--- src/rtl/multi_cycle_ctrl.sv ---
// Multi-cycle MIPS-subset control unit.
// A Moore FSM steps each instruction through 3-5 states. It drives the shared
// ALU, the IR/MDR/PC load enables and the memory port. Memory steps are
// stretched until acknowledged, bounded by a timeout. The unit traps on an
// illegal opcode or a memory timeout and counts retired instructions.
//
// Memory handshake: mem_req_o is held high for the whole memory step and the
// request is complete on the first cycle where mem_ack_i is high. That cycle is
// the only one in which read data is captured (ir_write_o / mdr_write_o) or a
// write is considered accepted. The FSM leaves the memory state on the
// following edge, so mem_req_o drops unless the next state also requests.
module multi_cycle_ctrl #(
  parameter int TIMEOUT = 16,
  parameter int CNT_W   = 32
) (
  input  logic             clk_i,
  input  logic             rst_i,
  input  logic [5:0]       opcode_i,
  input  logic             mem_ack_i,
  output logic             mem_req_o,
  output logic             mem_we_o,
  output logic             iord_o,
  output logic             ir_write_o,
  output logic             mdr_write_o,
  output logic             pc_write_o,
  output logic             pc_write_cond_o,
  output logic             branch_ne_o,
  output logic [1:0]       pc_source_o,
  output logic             alu_src_a_o,
  output logic [1:0]       alu_src_b_o,
  output logic [2:0]       alu_op_o,
  output logic             reg_dst_o,
  output logic             mem_to_reg_o,
  output logic             reg_write_o,
  output logic             retire_o,
  output logic [CNT_W-1:0] instr_cnt_o,
  output logic             trap_o,
  output logic [1:0]       trap_code_o,
  output logic [3:0]       state_dbg_o
);

  localparam int WAIT_W = $clog2(TIMEOUT + 1);

  localparam logic [5:0] OP_R    = 6'b000000;
  localparam logic [5:0] OP_ADDI = 6'b001000;
  localparam logic [5:0] OP_SLTI = 6'b001010;
  localparam logic [5:0] OP_LW   = 6'b100011;
  localparam logic [5:0] OP_SW   = 6'b101011;
  localparam logic [5:0] OP_BEQ  = 6'b000100;
  localparam logic [5:0] OP_BNE  = 6'b000101;
  localparam logic [5:0] OP_J    = 6'b000010;

  typedef enum logic [3:0] {
    S_FETCH    = 4'd0,
    S_DECODE   = 4'd1,
    S_MEM_ADDR = 4'd2,
    S_MEM_RD   = 4'd3,
    S_MEM_WB   = 4'd4,
    S_MEM_WR   = 4'd5,
    S_R_EXEC   = 4'd6,
    S_R_WB     = 4'd7,
    S_I_EXEC   = 4'd8,
    S_I_WB     = 4'd9,
    S_BRANCH   = 4'd10,
    S_JUMP     = 4'd11,
    S_TRAP     = 4'd12
  } state_t;

  state_t            state;
  state_t            state_nxt;
  logic [WAIT_W-1:0] wait_cnt;
  logic              in_mem;
  logic              wait_hit;
  logic              enter_trap;
  logic [1:0]        trap_cause;
  logic              retire_nxt;

  assign state_dbg_o = state;

  // Next state, plus the trap/retire events that the transition implies.
  always_comb begin
    state_nxt  = state;
    in_mem     = (state == S_FETCH) || (state == S_MEM_RD) || (state == S_MEM_WR);
    // This is the last permitted wait cycle; no ack here means a timeout.
    wait_hit   = (wait_cnt == WAIT_W'(TIMEOUT - 1));
    unique case (state)
      S_FETCH: begin
        if (mem_ack_i)     state_nxt = S_DECODE;
        else if (wait_hit) state_nxt = S_TRAP;
      end
      S_DECODE: begin
        unique case (opcode_i)
          OP_LW, OP_SW:     state_nxt = S_MEM_ADDR;
          OP_R:             state_nxt = S_R_EXEC;
          OP_ADDI, OP_SLTI: state_nxt = S_I_EXEC;
          OP_BEQ, OP_BNE:   state_nxt = S_BRANCH;
          OP_J:             state_nxt = S_JUMP;
          default:          state_nxt = S_TRAP;
        endcase
      end
      S_MEM_ADDR: state_nxt = (opcode_i == OP_SW) ? S_MEM_WR : S_MEM_RD;
      S_MEM_RD: begin
        if (mem_ack_i)     state_nxt = S_MEM_WB;
        else if (wait_hit) state_nxt = S_TRAP;
      end
      S_MEM_WB: state_nxt = S_FETCH;
      S_MEM_WR: begin
        if (mem_ack_i)     state_nxt = S_FETCH;
        else if (wait_hit) state_nxt = S_TRAP;
      end
      S_R_EXEC: state_nxt = S_R_WB;
      S_R_WB:   state_nxt = S_FETCH;
      S_I_EXEC: state_nxt = S_I_WB;
      S_I_WB:   state_nxt = S_FETCH;
      S_BRANCH: state_nxt = S_FETCH;
      S_JUMP:   state_nxt = S_FETCH;
      S_TRAP:   state_nxt = S_TRAP;
      default:  state_nxt = S_TRAP;
    endcase
    enter_trap = (state != S_TRAP) && (state_nxt == S_TRAP);
    // DECODE only traps on a bad opcode; every other trap source is a memory wait.
    trap_cause = (state == S_DECODE) ? 2'd1 : 2'd2;
    // Only terminal states move into FETCH from elsewhere.
    retire_nxt = (state != S_FETCH) && (state_nxt == S_FETCH);
  end

  // State register.
  always_ff @(posedge clk_i or posedge rst_i) begin
    if (rst_i) state <= S_FETCH;
    else       state <= state_nxt;
  end

  // Wait counter: advances only while a memory state is stalled, else clears.
  always_ff @(posedge clk_i or posedge rst_i) begin
    if (rst_i)
      wait_cnt <= '0;
    else if (in_mem && !mem_ack_i && (state_nxt == state))
      wait_cnt <= wait_cnt + WAIT_W'(1);
    else
      wait_cnt <= '0;
  end

  // Retire pulse, retired-instruction counter and sticky trap status.
  always_ff @(posedge clk_i or posedge rst_i) begin
    if (rst_i) begin
      retire_o    <= 1'b0;
      instr_cnt_o <= '0;
      trap_o      <= 1'b0;
      trap_code_o <= 2'd0;
    end else begin
      retire_o    <= retire_nxt;
      instr_cnt_o <= instr_cnt_o + CNT_W'(retire_o);
      if (enter_trap) begin
        trap_o      <= 1'b1;
        trap_code_o <= trap_cause;
      end
    end
  end

  // Control outputs decoded from state; memory captures are qualified by ack.
  always_comb begin
    mem_req_o       = 1'b0;
    mem_we_o        = 1'b0;
    iord_o          = 1'b0;
    ir_write_o      = 1'b0;
    mdr_write_o     = 1'b0;
    pc_write_o      = 1'b0;
    pc_write_cond_o = 1'b0;
    branch_ne_o     = 1'b0;
    pc_source_o     = 2'd0;
    alu_src_a_o     = 1'b0;
    alu_src_b_o     = 2'd0;
    alu_op_o        = 3'd0;
    reg_dst_o       = 1'b0;
    mem_to_reg_o    = 1'b0;
    reg_write_o     = 1'b0;
    unique case (state)
      S_FETCH: begin
        mem_req_o   = 1'b1;
        alu_src_b_o = 2'd1;
        ir_write_o  = mem_ack_i;
        pc_write_o  = mem_ack_i;
      end
      S_DECODE:   alu_src_b_o = 2'd3;
      S_MEM_ADDR: begin
        alu_src_a_o = 1'b1;
        alu_src_b_o = 2'd2;
      end
      S_MEM_RD: begin
        mem_req_o   = 1'b1;
        iord_o      = 1'b1;
        mdr_write_o = mem_ack_i;
      end
      S_MEM_WB: begin
        mem_to_reg_o = 1'b1;
        reg_write_o  = 1'b1;
      end
      S_MEM_WR: begin
        mem_req_o = 1'b1;
        mem_we_o  = 1'b1;
        iord_o    = 1'b1;
      end
      S_R_EXEC: begin
        alu_src_a_o = 1'b1;
        alu_op_o    = 3'd2;
      end
      S_R_WB: begin
        reg_dst_o   = 1'b1;
        reg_write_o = 1'b1;
      end
      S_I_EXEC: begin
        alu_src_a_o = 1'b1;
        alu_src_b_o = 2'd2;
        alu_op_o    = (opcode_i == OP_SLTI) ? 3'd3 : 3'd0;
      end
      S_I_WB: reg_write_o = 1'b1;
      S_BRANCH: begin
        alu_src_a_o     = 1'b1;
        alu_op_o        = 3'd1;
        pc_write_cond_o = 1'b1;
        pc_source_o     = 2'd1;
        branch_ne_o     = (opcode_i == OP_BNE);
      end
      S_JUMP: begin
        pc_write_o  = 1'b1;
        pc_source_o = 2'd2;
      end
      default: ;
    endcase
    // Reset lands in FETCH, which would otherwise request memory; hold
    // everything with a side effect quiet while reset is asserted.
    if (rst_i) begin
      mem_req_o       = 1'b0;
      ir_write_o      = 1'b0;
      mdr_write_o     = 1'b0;
      pc_write_o      = 1'b0;
      pc_write_cond_o = 1'b0;
      reg_write_o     = 1'b0;
    end
  end

endmodule

--- config.mk ---
export PLATFORM = sky130hd
export DESIGN_NAME = multi_cycle_ctrl
export DESIGN_NICKNAME = d
export VERILOG_FILES = /design/src/rtl/multi_cycle_ctrl.sv
export SDC_FILE = /design/constraint.sdc
export NUM_CORES = 1
export LEC_CHECK = 0
export BUFFER_PORTS_ARGS = -buffer_cell sky130_fd_sc_hd__buf_4
export CAP_MARGIN = 20
export CORE_ASPECT_RATIO = 1.5
export CORE_MARGIN = 2
export CORE_UTILIZATION = 56
export CTS_BUF_LIST = sky130_fd_sc_hd__clkbuf_8 sky130_fd_sc_hd__clkbuf_16
export DETAILED_ROUTE_END_ITERATION = 10
export GPL_TIMING_DRIVEN = 0
export PLACE_DENSITY = 0.87
export REMOVE_ABC_BUFFERS = 1
export SETUP_SLACK_MARGIN = 0.15
export SLEW_MARGIN = 20
export SYNTH_ARGS = -nofsm -noshare
export SYNTH_HDL_FRONTEND = slang
export SYNTH_SLANG_ARGS = --single-unit
export TNS_END_PERCENT = 5
--- constraint.sdc ---
create_clock -name clk_i -period 4.9 [get_ports clk_i]
set_input_delay 0.98 -clock clk_i [delete_from_list [all_inputs] [get_ports clk_i]]
set_output_delay 0.98 -clock clk_i [all_outputs]
set_load 0.01 [all_outputs]
==> results.tsv, run 1 <==
metric	value	unit
cts-root-buf	clkbuf_8	
row_count	29	
overflow	0	
clock_power_share	0.367	
holdBufCountCts	0	
syn-cell-area	2490	um2
seqPwrFrac	0.591	
yosys_register_bits	45	
critical_path_required	3920	ps
layout_setup_ws	1600	ps
postLayoutCellArea	3090	um2
io_pins	68	
drt-total-wl	5.82	mm
whs_path_depth	1	
synth.distinct_cells	49	
drc	0	
dp_hpwl	4.23	mm
slew_headroom	0.454	
power.leakage	1.47	nW
cp_slowest_stage_delay	890	ps
clk_pin_slew	90	ps
hp-class	register to register	
vdd_drop_max	0.314	mV
htreeDepth	2	
ys_warn_count	0	
grt_max_degree	35	
grt_pass1_wl	9.45	mm
seq_area_frac_synth	0.452	
clock-sinks	45	
syn_area_per_cell	9.44	um2
ys_top_cells_by_area	dfrtp_1 (45%), xnor2_1 (8.8%), nand3_1 (4.4%)	
slowest_stage	dfrtp_1	
place_ws	1690	ps
p_per_area	203	nW/um2
grtUsageTotal	0.242	
grt_pass1_vias	2174	
fin_crit_sh	0.674	
synth-edff-count	0	
post-cts-setup-buffers	0	
critPathKind	register to output port	
die_width	58.5	um
status	finished clean	
drt_iter0_markers	82	
layout-area-overhead-vs-synth	24.2	%
tightestPinTransition	820	ps
grt_setup_unrepaired	no	
gp_congestion	0.903	
cts_inserted_buffers	5	
cp-end-kind	output port	
synthArstFlopShare	1.00	
io_buffers	66	
reg2reg_slack	2360	ps
start_util	0.587	
synth_flop_cell	dfrtp_1	
hold_viol_final	0	
timing.final.crit_period	3300	ps
antenna_found_initial	0	
final-max-slew-violation-count	0	
crit_chain	inv_1 -> or3_1 -> nor4b_1 -> buf_4	
fin_nets	339	
fp.dieH	85.7	um
setup_violations	0	
final.setup.tns	0	ps
die_area	5010	um2
syn-instance-count	264	
postPlaceCellArea	3000	um2
avgViaCountPerCell	5.94	
wl_per_cell	15.6	um
core_area	4250	um2
synth_top_area_share	0.452	
antenna_cells	0	
p_sw	0.000146	W
fmax	303	MHz
cp_data_arrival_time	2320	ps
reg2regPathDepth	9	
crit_path_start_kind	register	
drt_first_pass_iters	4	
cts.path.max_buffers	2	
cap_violations	0	
cts_resized	0	
synth_top_area_cell	dfrtp_1	
ant_nets	0	
finClkSkew	10.2	ps
nFillCells	316	
cts_tree	yes	
internal_power	0.000482	W
drive_gt1_frac	0.257	
num_vias	2215	
timing.critical_path.fanout_max	25	
p_comb_frac	0.042	
clock_latency	300	ps
p_sw_frac	0.233	
## synth_stat cells, drive strengths merged, types with 3 or more instances
cell type and n:
inv 11, dfrtp 45, nand3 23, nand3b 3
xnor2 25, nor2 28, a31oi 4, or3 3
ha 4, nand4 6, o21ai 6, nand2 15
nor4 3, and3 13, buf 7, a21oi 7
nor4b 3, xor2 9, nor2b 3, nor3 11
clkbuf 5
## state kept, by name, indices dropped and copies added, names as in the netlist
name and count:
state_dbg_o 4, trap_code_o 2, instr_cnt_o 32, wait_cnt 5, trap_o 1, retire_o 1
## area by class of cell
type | instances | area (um2) | share of cell area
tap | 46 | 57.6 | 0.0186
multi-input combinational | 196 | 1260 | 0.408
timing repair buffer | 67 | 515 | 0.167
sequential | 45 | 1130 | 0.364
inverter | 11 | 41.3 | 0.0133
clock buffer | 5 | 68.8 | 0.0222
clock inverter | 3 | 21.3 | 0.00688
## worst max-delay path, delay by kind of cell (launching register included)
kind / cells / cell delay, ps
buffers and inverters: 2 / 360
and+or+nand+nor: 2 / 770
DFF: 1 / 890
## power by group through the flow
stage	clock network (W)	registers (W)	logic, W
after floorplan	0	0.000379	0.0000119
after global placement	0	0.000379	0.0000245
after detailed placement	0	0.000379	0.0000271
after CTS	0.000236	0.000372	0.0000271
after global routing	0.000250	0.000372	0.0000299
final	0.000231	0.000372	0.0000267
## metrics by stage
stage	total power [W]	hold WS [ps]	util	cells
floorplan	0.000391	433	-	252
global placement	0.000404	446	0.703	364
detailed placement	0.000406	453	0.707	365
CTS	0.000635	475	0.729	373
global route	0.000651	496	0.729	373
finish	0.000629	475	0.729	373
## per-layer routing
metal | part of all wire | vias up | track usage
met1 | 0.37 | 1044 | 0.256
li1 | - | 1051 | -
met4 | 0.030 | 0 | 0.106
met2 | 0.54 | 102 | 0.446
met3 | 0.061 | 18 | 0.0513
met5 | 0 | - | 0
## cell families (layout without fill, tap and decap cells)
| logic type | Yosys count | count (layout) | synth area share |
|---|---|---|---|
| buffers and inverters | 23 | 86 | 0.0412 |
| other | 1 | 1 | 0.00151 |
| XOR/XNOR | 34 | 34 | 0.120 |
| flip-flops | 45 | 45 | 0.452 |
| AO/OA/AOI/OAI | 32 | 32 | 0.0874 |
| multiplexers | 2 | 2 | 0.0121 |
| adder cells (fa/ha/maj) | 4 | 4 | 0.0201 |
| AND/OR/NAND/NOR | 123 | 123 | 0.266 |
## final timing paths
kind | start | to
min in group asynchronous | rst_i | wait_cnt[1]
max | state_dbg_o[1] | branch_ne_o
min | instr_cnt_o[31] | instr_cnt_o[31]
min reg2reg | instr_cnt_o[31] | instr_cnt_o[31]
max reg2reg | wait_cnt[0] | wait_cnt[2]
max in group asynchronous | rst_i | instr_cnt_o[28]
## cells in the final DEF (no fill, tap or decap), types with 2 or more instances in the layout
cell type / Yosys / final
a21oi_1: 7 / 7
a31oi_1: 4 / 4
and2_1: 2 / 2
and3_1: 13 / 13
and4_1: 2 / 2
buf_4: 3 / 66
clkbuf_8: 0 / 5
dfrtp_1: 45 / 45
ha_1: 4 / 4
inv_1: 10 / 9
inv_2: 1 / 2
mux2_4: 2 / 2
nand2_1: 15 / 15
nand2b_1: 2 / 2
nand3_1: 22 / 22
nand3b_1: 3 / 3
nand4_1: 6 / 6
nand4b_1: 2 / 2
nor2_1: 28 / 28
nor2b_1: 2 / 2
nor3_1: 11 / 11
nor4_1: 3 / 3
nor4b_2: 2 / 2
o211ai_1: 2 / 2
o21ai_0: 4 / 4
o21ai_1: 2 / 2
o221ai_1: 2 / 2
or2_1: 2 / 2
or3_1: 3 / 3
xnor2_1: 25 / 25
xor2_1: 9 / 9
Note: power is estimated with default switching activity, not from simulation.
==> run 2, diff against run 1 <==
--- a/config.mk
+++ b/config.mk
@@ -5,15 +5,16 @@
 export SDC_FILE = /design/constraint.sdc
 export NUM_CORES = 1
 export LEC_CHECK = 0
+export ABC_AREA = 1
 export BUFFER_PORTS_ARGS = -buffer_cell sky130_fd_sc_hd__buf_4
 export CAP_MARGIN = 20
 export CORE_ASPECT_RATIO = 1.5
 export CORE_MARGIN = 2
-export CORE_UTILIZATION = 56
+export CORE_UTILIZATION = 53
 export CTS_BUF_LIST = sky130_fd_sc_hd__clkbuf_8 sky130_fd_sc_hd__clkbuf_16
 export DETAILED_ROUTE_END_ITERATION = 10
 export GPL_TIMING_DRIVEN = 0
-export PLACE_DENSITY = 0.87
+export PLACE_DENSITY = 0.82
 export REMOVE_ABC_BUFFERS = 1
 export SETUP_SLACK_MARGIN = 0.15
 export SLEW_MARGIN = 20
==> constraint.sdc (replaced) <==
create_clock -name clk_i -period 3.11 [get_ports clk_i]
set_input_delay 0.622 -clock clk_i [delete_from_list [all_inputs] [get_ports clk_i]]
set_output_delay 0.622 -clock clk_i [all_outputs]
set_load 0.01 [all_outputs]
==> run 2 against run 1 <==
Against the previous run:
- synthesized cell count is 22% higher
- count of clock-buffer cells in the layout stayed put
- wire length is 7.2% higher
- cell area is 8.2% higher
- clock power is 46% higher
- critical endpoint is now alu_op_o[1]
- highest routed layer unchanged
==> results.tsv, run 2 <==
metric	value	unit	change
cts.path.max_buffers	2		unchanged
seq_area_frac_synth	0.421		-0.0309
fmax	426	MHz	
gp_congestion	0.961		+6.4%
synth_top_area_share	0.421		-0.0309
clock-sinks	45		unchanged
layout-area-overhead-vs-synth	25.2	%	
clock_latency	290	ps	about the same
cts_inserted_buffers	5		unchanged
status	finished clean		
wl_per_cell	13.5	um	-13%
critPathKind	register to output port		
place_ws	991	ps	-698 ps
crit_path_start_kind	register		
drt_first_pass_iters	4		unchanged
dp_hpwl	5.11	mm	+21%
syn_area_per_cell	8.30	um2	-12%
synth_top_family_by_area	simple AND/OR/NAND/NOR gates		
cp_data_arrival_time	1730	ps	-590 ps
synth-xor-area-share	0.102		-0.0180
synthArstFlopShare	1.00		unchanged
grt_max_degree	29		-17%
core_area	4850	um2	+14%
cts-root-buf	clkbuf_8		
synth_top_area_cell	dfrtp_1		
die_area	5640	um2	+13%
cp_slowest_stage_delay	460	ps	-430 ps
reg2regPathDepth	12		+3
drt_iter0_markers	154		+88%
syn-cell-area	2670	um2	+7.3%
power.leakage	1.78	nW	+21%
row_count	31		+6.9%
cp-end-kind	output port		
io_pins	68		unchanged
synth_compound_gate_area_share	0.0229		-0.0645
layout_commonest_cell	buf_4		
reg2reg_slack	1300	ps	-1060 ps
ys_top_cells_by_area	dfrtp_1 (42%), nand2_1 (8.6%), nor2_1 (7.9%)		
avgViaCountPerCell	5.16		-13%
htreeDepth	2		unchanged
largest_reg_flops	32		unchanged
power.total	0.000961	W	+53%
holdWs	355	ps	-120 ps
die_width	62.0	um	+6.1%
synth.top_cells.by_count	nand2_1 (61), nor2_1 (56), dfrtp_1 (45), inv_1 (30), xor2_1 (21)		
crit_chain	nor2_1 -> inv_2 -> nor2_1 -> nand4_1 -> o21ai_0 -> buf_4		
grt_setup_unrepaired	no		
muxShareOfSynthArea	0		-0.0121
overflow	0		unchanged
nFillCells	413		+31%
synth-edff-count	0		unchanged
drt-total-wl	6.23	mm	+7.2%
antenna_found_initial	0		unchanged
synthAdderAreaFrac	0.0187		-0.00137
r2r_start	wait_cnt[0]		
synth_flop_cell	dfrtp_1		
p_per_area	287	nW/um2	+41%
cpMostUsedCell	nor2_1		
timing.final.crit_period	2350	ps	
synth.most_common_cell	nand2_1		
vdd_drop_max	0.148	mV	-53%
grt_pass1_wl	10.5	mm	+11%
layout_setup_ws	763	ps	-835 ps
ant_nets	0		unchanged
timing.critical_path.fanout_max	6		-76%
final_cell_mix	buf_4 (66), nand2_1 (61), nor2_1 (56)		
ys_warn_count	0		unchanged
cap_violations	0		unchanged
hp-class	input pin to async pin		
grt_pass1_vias	2433		+12%
clk_pin_slew	90	ps	about the same
yosys_register_bits	45		unchanged
drive_gt1_frac	0.306		+0.0487
finClkSkew	13.4	ps	+3.19 ps
holdBufCountCts	0		unchanged
drc	0		unchanged
critical_path_required	2490	ps	-1430 ps
crit_buf_inv	2		unchanged
critPathTopFamily	simple AND/OR/NAND/NOR gates		
final_cells	462		+24%
placed_cells	454		+24%
setup_violations	0		unchanged
cts_tree	yes		
final-max-slew-violation-count	0		unchanged
synth.distinct_cells	35		-29%
post-cts-setup-buffers	0		unchanged
io_buffers	66		unchanged
antenna_cells	0		unchanged
slowest_stage	dfrtp_1		
num_vias	2386		+7.7%
reg2reg_to	trap_code_o[0]		
fin_nets	408		+20%
syn-instance-count	322		+22%
synthSimpleGateAreaFrac	0.374		+0.108
cts_resized	0		unchanged
start_util	0.551		-0.0353
grtUsageTotal	0.240		-0.00232
fin_crit_sh	0.755		
top_register	instr_cnt_o		
hold_viol_final	0		unchanged
fp.dieH	91.0	um	+6.2%
==> run 2: power by group <==
part            total, W  internal (W)  switching, W
logic          0.0000390     0.0000128     0.0000261
registers       0.000585      0.000585             0
clock network   0.000338      0.000153      0.000185
==> run 2: routing by layer <==
| layer | GRT usage | vias to the layer above | share of wire |
|---|---|---|---|
| li1 | - | 1166 | - |
| met3 | 0.0342 | 19 | 0.051 |
| met5 | 0 | - | 0 |
| met2 | 0.429 | 98 | 0.55 |
| met1 | 0.262 | 1103 | 0.36 |
| met4 | 0.106 | 0 | 0.034 |
==> run 2: area by class of cell <==
type                       count  area (um2)  share of cell area
clock buffer                   5        68.8              0.0206
clock inverter                 3        13.8             0.00411
inverter                      40         154              0.0460
multi-input combinational    236        1390               0.414
sequential                    45        1130               0.336
tap                           66        82.6              0.0247
timing repair buffer          67         515               0.154
==> run 2: worst max path at each step <==
stage / to / from / cells after the start
5_1_grt: alu_op_o[1] / state_dbg_o[0] / 6
3_3_place_gp: reg_write_o / rst_i / 5
3_5_place_dp: reg_write_o / rst_i / 5
2_1_floorplan: reg_write_o / rst_i / 3
4_1_cts: alu_op_o[1] / state_dbg_o[0] / 6
6_report: alu_op_o[1] / state_dbg_o[0] / 6
==> run 2: kinds of logic (layout without fill, tap and decap cells) <==
group | after synthesis | count (layout)
compound gates | 10 | 10
xor+xnor | 31 | 31
fa+ha+maj | 4 | 4
buf+inv | 41 | 115
flops | 45 | 45
other cells | 1 | 1
simple gates | 190 | 190
==> run 2: stage by stage <==
step,utilization,setup TNS [ps],cell area (um2)
CTS,0.690,0,3350
detailed placement,0.673,0,3260
global route,0.690,0,3350
global placement,0.669,-116,3240
finish,0.690,0,3350
floorplan,-,0,2670
==> run 3, diff against run 2 <==
--- a/config.mk
+++ b/config.mk
@@ -5,16 +5,16 @@
 export SDC_FILE = /design/constraint.sdc
 export NUM_CORES = 1
 export LEC_CHECK = 0
-export ABC_AREA = 1
+export ABC_AREA = 0
 export BUFFER_PORTS_ARGS = -buffer_cell sky130_fd_sc_hd__buf_4
 export CAP_MARGIN = 20
 export CORE_ASPECT_RATIO = 1.5
 export CORE_MARGIN = 2
-export CORE_UTILIZATION = 53
+export CORE_UTILIZATION = 52
 export CTS_BUF_LIST = sky130_fd_sc_hd__clkbuf_8 sky130_fd_sc_hd__clkbuf_16
 export DETAILED_ROUTE_END_ITERATION = 10
 export GPL_TIMING_DRIVEN = 0
-export PLACE_DENSITY = 0.82
+export PLACE_DENSITY = 0.81
 export REMOVE_ABC_BUFFERS = 1
 export SETUP_SLACK_MARGIN = 0.15
 export SLEW_MARGIN = 20
==> constraint.sdc (replaced) <==
create_clock -name clk_i -period 2.2 [get_ports clk_i]
set_input_delay 0.44 -clock clk_i [delete_from_list [all_inputs] [get_ports clk_i]]
set_output_delay 0.44 -clock clk_i [all_outputs]
set_load 0.01 [all_outputs]
==> run 3 against run 2 <==
Against the previous run:
- core utilization is 6.5 points higher
- the run now ends with negative setup slack left
- wire length is 0.39% lower
- clock skew is 8.4 ps lower
- sequential share of layout area is 0.75 points lower
- highest routed layer unchanged
- setup slack worse by 860 ps
==> results.tsv, run 3 (synthesized netlist as in run 1, its figures left out) <==
metric	value	unit	change
violations	negative setup slack		
crit_path_start_kind	register		
cts-root-buf	clkbuf_8		
critPathKind	register to register		
fin_crit_sh	1.04		
final_cells	408		-12%
io_buffers	66		unchanged
wl_per_cell	15.2	um	+13%
largest_reg_flops	32		unchanged
start_util	0.544		-0.00749
timing.critical_path.fanout_max	5		-1
die_area	5370	um2	-4.8%
power.leakage	1.61	nW	-9.4%
num_vias	2295		-3.8%
gp_congestion	0.892		-7.3%
drive_gt1_frac	0.378		+0.0724
placed_cells	383		-16%
timing.final.crit_period	2300	ps	
vdd_drop_max	0.224	mV	+51%
hp-class	input pin to async pin		
top_register	instr_cnt_o		
critical_path_required	2420	ps	-70 ps
antenna_found_initial	0		unchanged
core_area	4580	um2	-5.5%
fin_nets	356		-13%
drc	0		unchanged
clock-sinks	45		unchanged
layout_setup_ws	-95.4	ps	-858 ps
clock_latency	290	ps	about the same
tightestPinTransition	606	ps	
drt-total-wl	6.21	mm	-0.39%
p_per_area	395	nW/um2	+38%
cts.path.max_buffers	2		unchanged
ant_nets	0		unchanged
hold_viol_final	0		unchanged
finClkSkew	5.02	ps	-8.38 ps
final_cell_mix	buf_4 (81), dfrtp_1 (41), nor2_1 (26)		
overflow	0		unchanged
row_count	30		-3.2%
grt_setup_unrepaired	yes		
avgViaCountPerCell	5.63		+8.9%
final-max-slew-violation-count	0		unchanged
nFillCells	335		-19%
cp_data_arrival_time	2520	ps	+790 ps
status	finished with violations		
cp-startpoint	wait_cnt[1]		
drt_first_pass_iters	5		+1
grt_pass1_vias	2179		-10%
cap_violations	0		unchanged
fp.dieH	88.8	um	-2.4%
die_width	60.5	um	-2.4%
final_util	0.756		+0.0654
holdWs	128	ps	-227 ps
clk_pin_slew	80	ps	about the same
cts_inserted_buffers	5		unchanged
grt_max_degree	34		+17%
dp_hpwl	4.05	mm	-21%
layout_commonest_cell	buf_4		
final.setup.tns	-435	ps	-435 ps
drt_iter0_markers	97		-37%
layout-area-overhead-vs-synth	38.9	%	
cts_tree	yes		
antenna_cells	0		unchanged
holdBufCountCts	0		unchanged
io_pins	68		unchanged
slew_headroom	0.589		
r2r_start	wait_cnt[1]		
grtUsageTotal	0.232		-0.00836
cp-end-kind	register		
grt_pass1_wl	9.57	mm	-8.6%
htreeDepth	2		unchanged
setup_violations	5		+5
fmax	436	MHz	
-- run 3: changes by cell type in the layout (fill, tap and decap cells not counted), moves of 7 or more --
| cell | delta |
|---|---|
| nand2_1 | -46 |
| xor2_1 | -12 |
| nor2_1 | -30 |
| buf_4 | +15 |
| nand2_2 | -7 |
| and3_1 | +9 |
| nand3_1 | +8 |
| xnor2_1 | +15 |
| inv_2 | -7 |
| inv_1 | -20 |
-- run 3: final timing paths --
kind	endpoint	slack (ps)	cells past startpoint
setup / recovery	wait_cnt[0]	-100	10
hold / removal	wait_cnt[1]	130	2
setup reg to reg	wait_cnt[0]	-100	10
hold reg to reg	trap_o	490	1
max in group asynchronous	state_dbg_o[1]	1580	3
min in group clk_i	trap_o	490	1
-- run 3: what timing repair did --
item	in CTS	in global routing
endpoints found under the setup margin	28	25
pin swaps	10	12
setup buffers	15	2
gates resized for setup	23	22
-- run 3: power by group --
part	switching (W)	total (W)	internal, W
Combinational	0.0000433	0.0000680	0.0000247
Sequential	0.000000516	0.000827	0.000827
Clock	0.000256	0.000472	0.000215
Total	0.000300	0.00137	0.00107
-- run 3: stage by stage --
step                power [W]  setup slack (ps)  area, um2
detailed placement   0.000904              -282       3030
floorplan            0.000871             -99.6       2430
finish                0.00137             -95.4       3460
global placement     0.000899              -598       3010
CTS                   0.00137              16.0       3330
global route          0.00142              -148       3460
-- run 3: metal layers --
| layer | global-route usage | wire [um] | vias to the layer above |
|---|---|---|---|
| li1 | - | - | 1097 |
| met1 | 0.259 | 2370 | 1093 |
| met2 | 0.421 | 3390 | 90 |
| met3 | 0.0365 | 327 | 15 |
| met4 | 0.105 | 127 | 0 |
| met5 | 0 | 0 | - |
-- run 3: layout make-up --
class	instances	area, um2	area share
Multi-Input combinational cell	196	1460	0.423
Sequential cell	45	1140	0.329
Timing Repair Buffer	84	654	0.189
Tap cell	64	80.1	0.0231
Clock buffer	5	68.8	0.0199
Inverter	11	41.3	0.0119
Clock inverter	3	13.8	0.00398
-- run 3: critical path, cell delays in order (launching register included) --
cell      delay, ps
dfrtp_1         400
ha_2            200
and3_4          180
ha_4            180
buf_4           160
nor2_2          150
a32oi_1         130
o221ai_2        260
a31oi_1         120
a211o_1         340
nor2_1          110
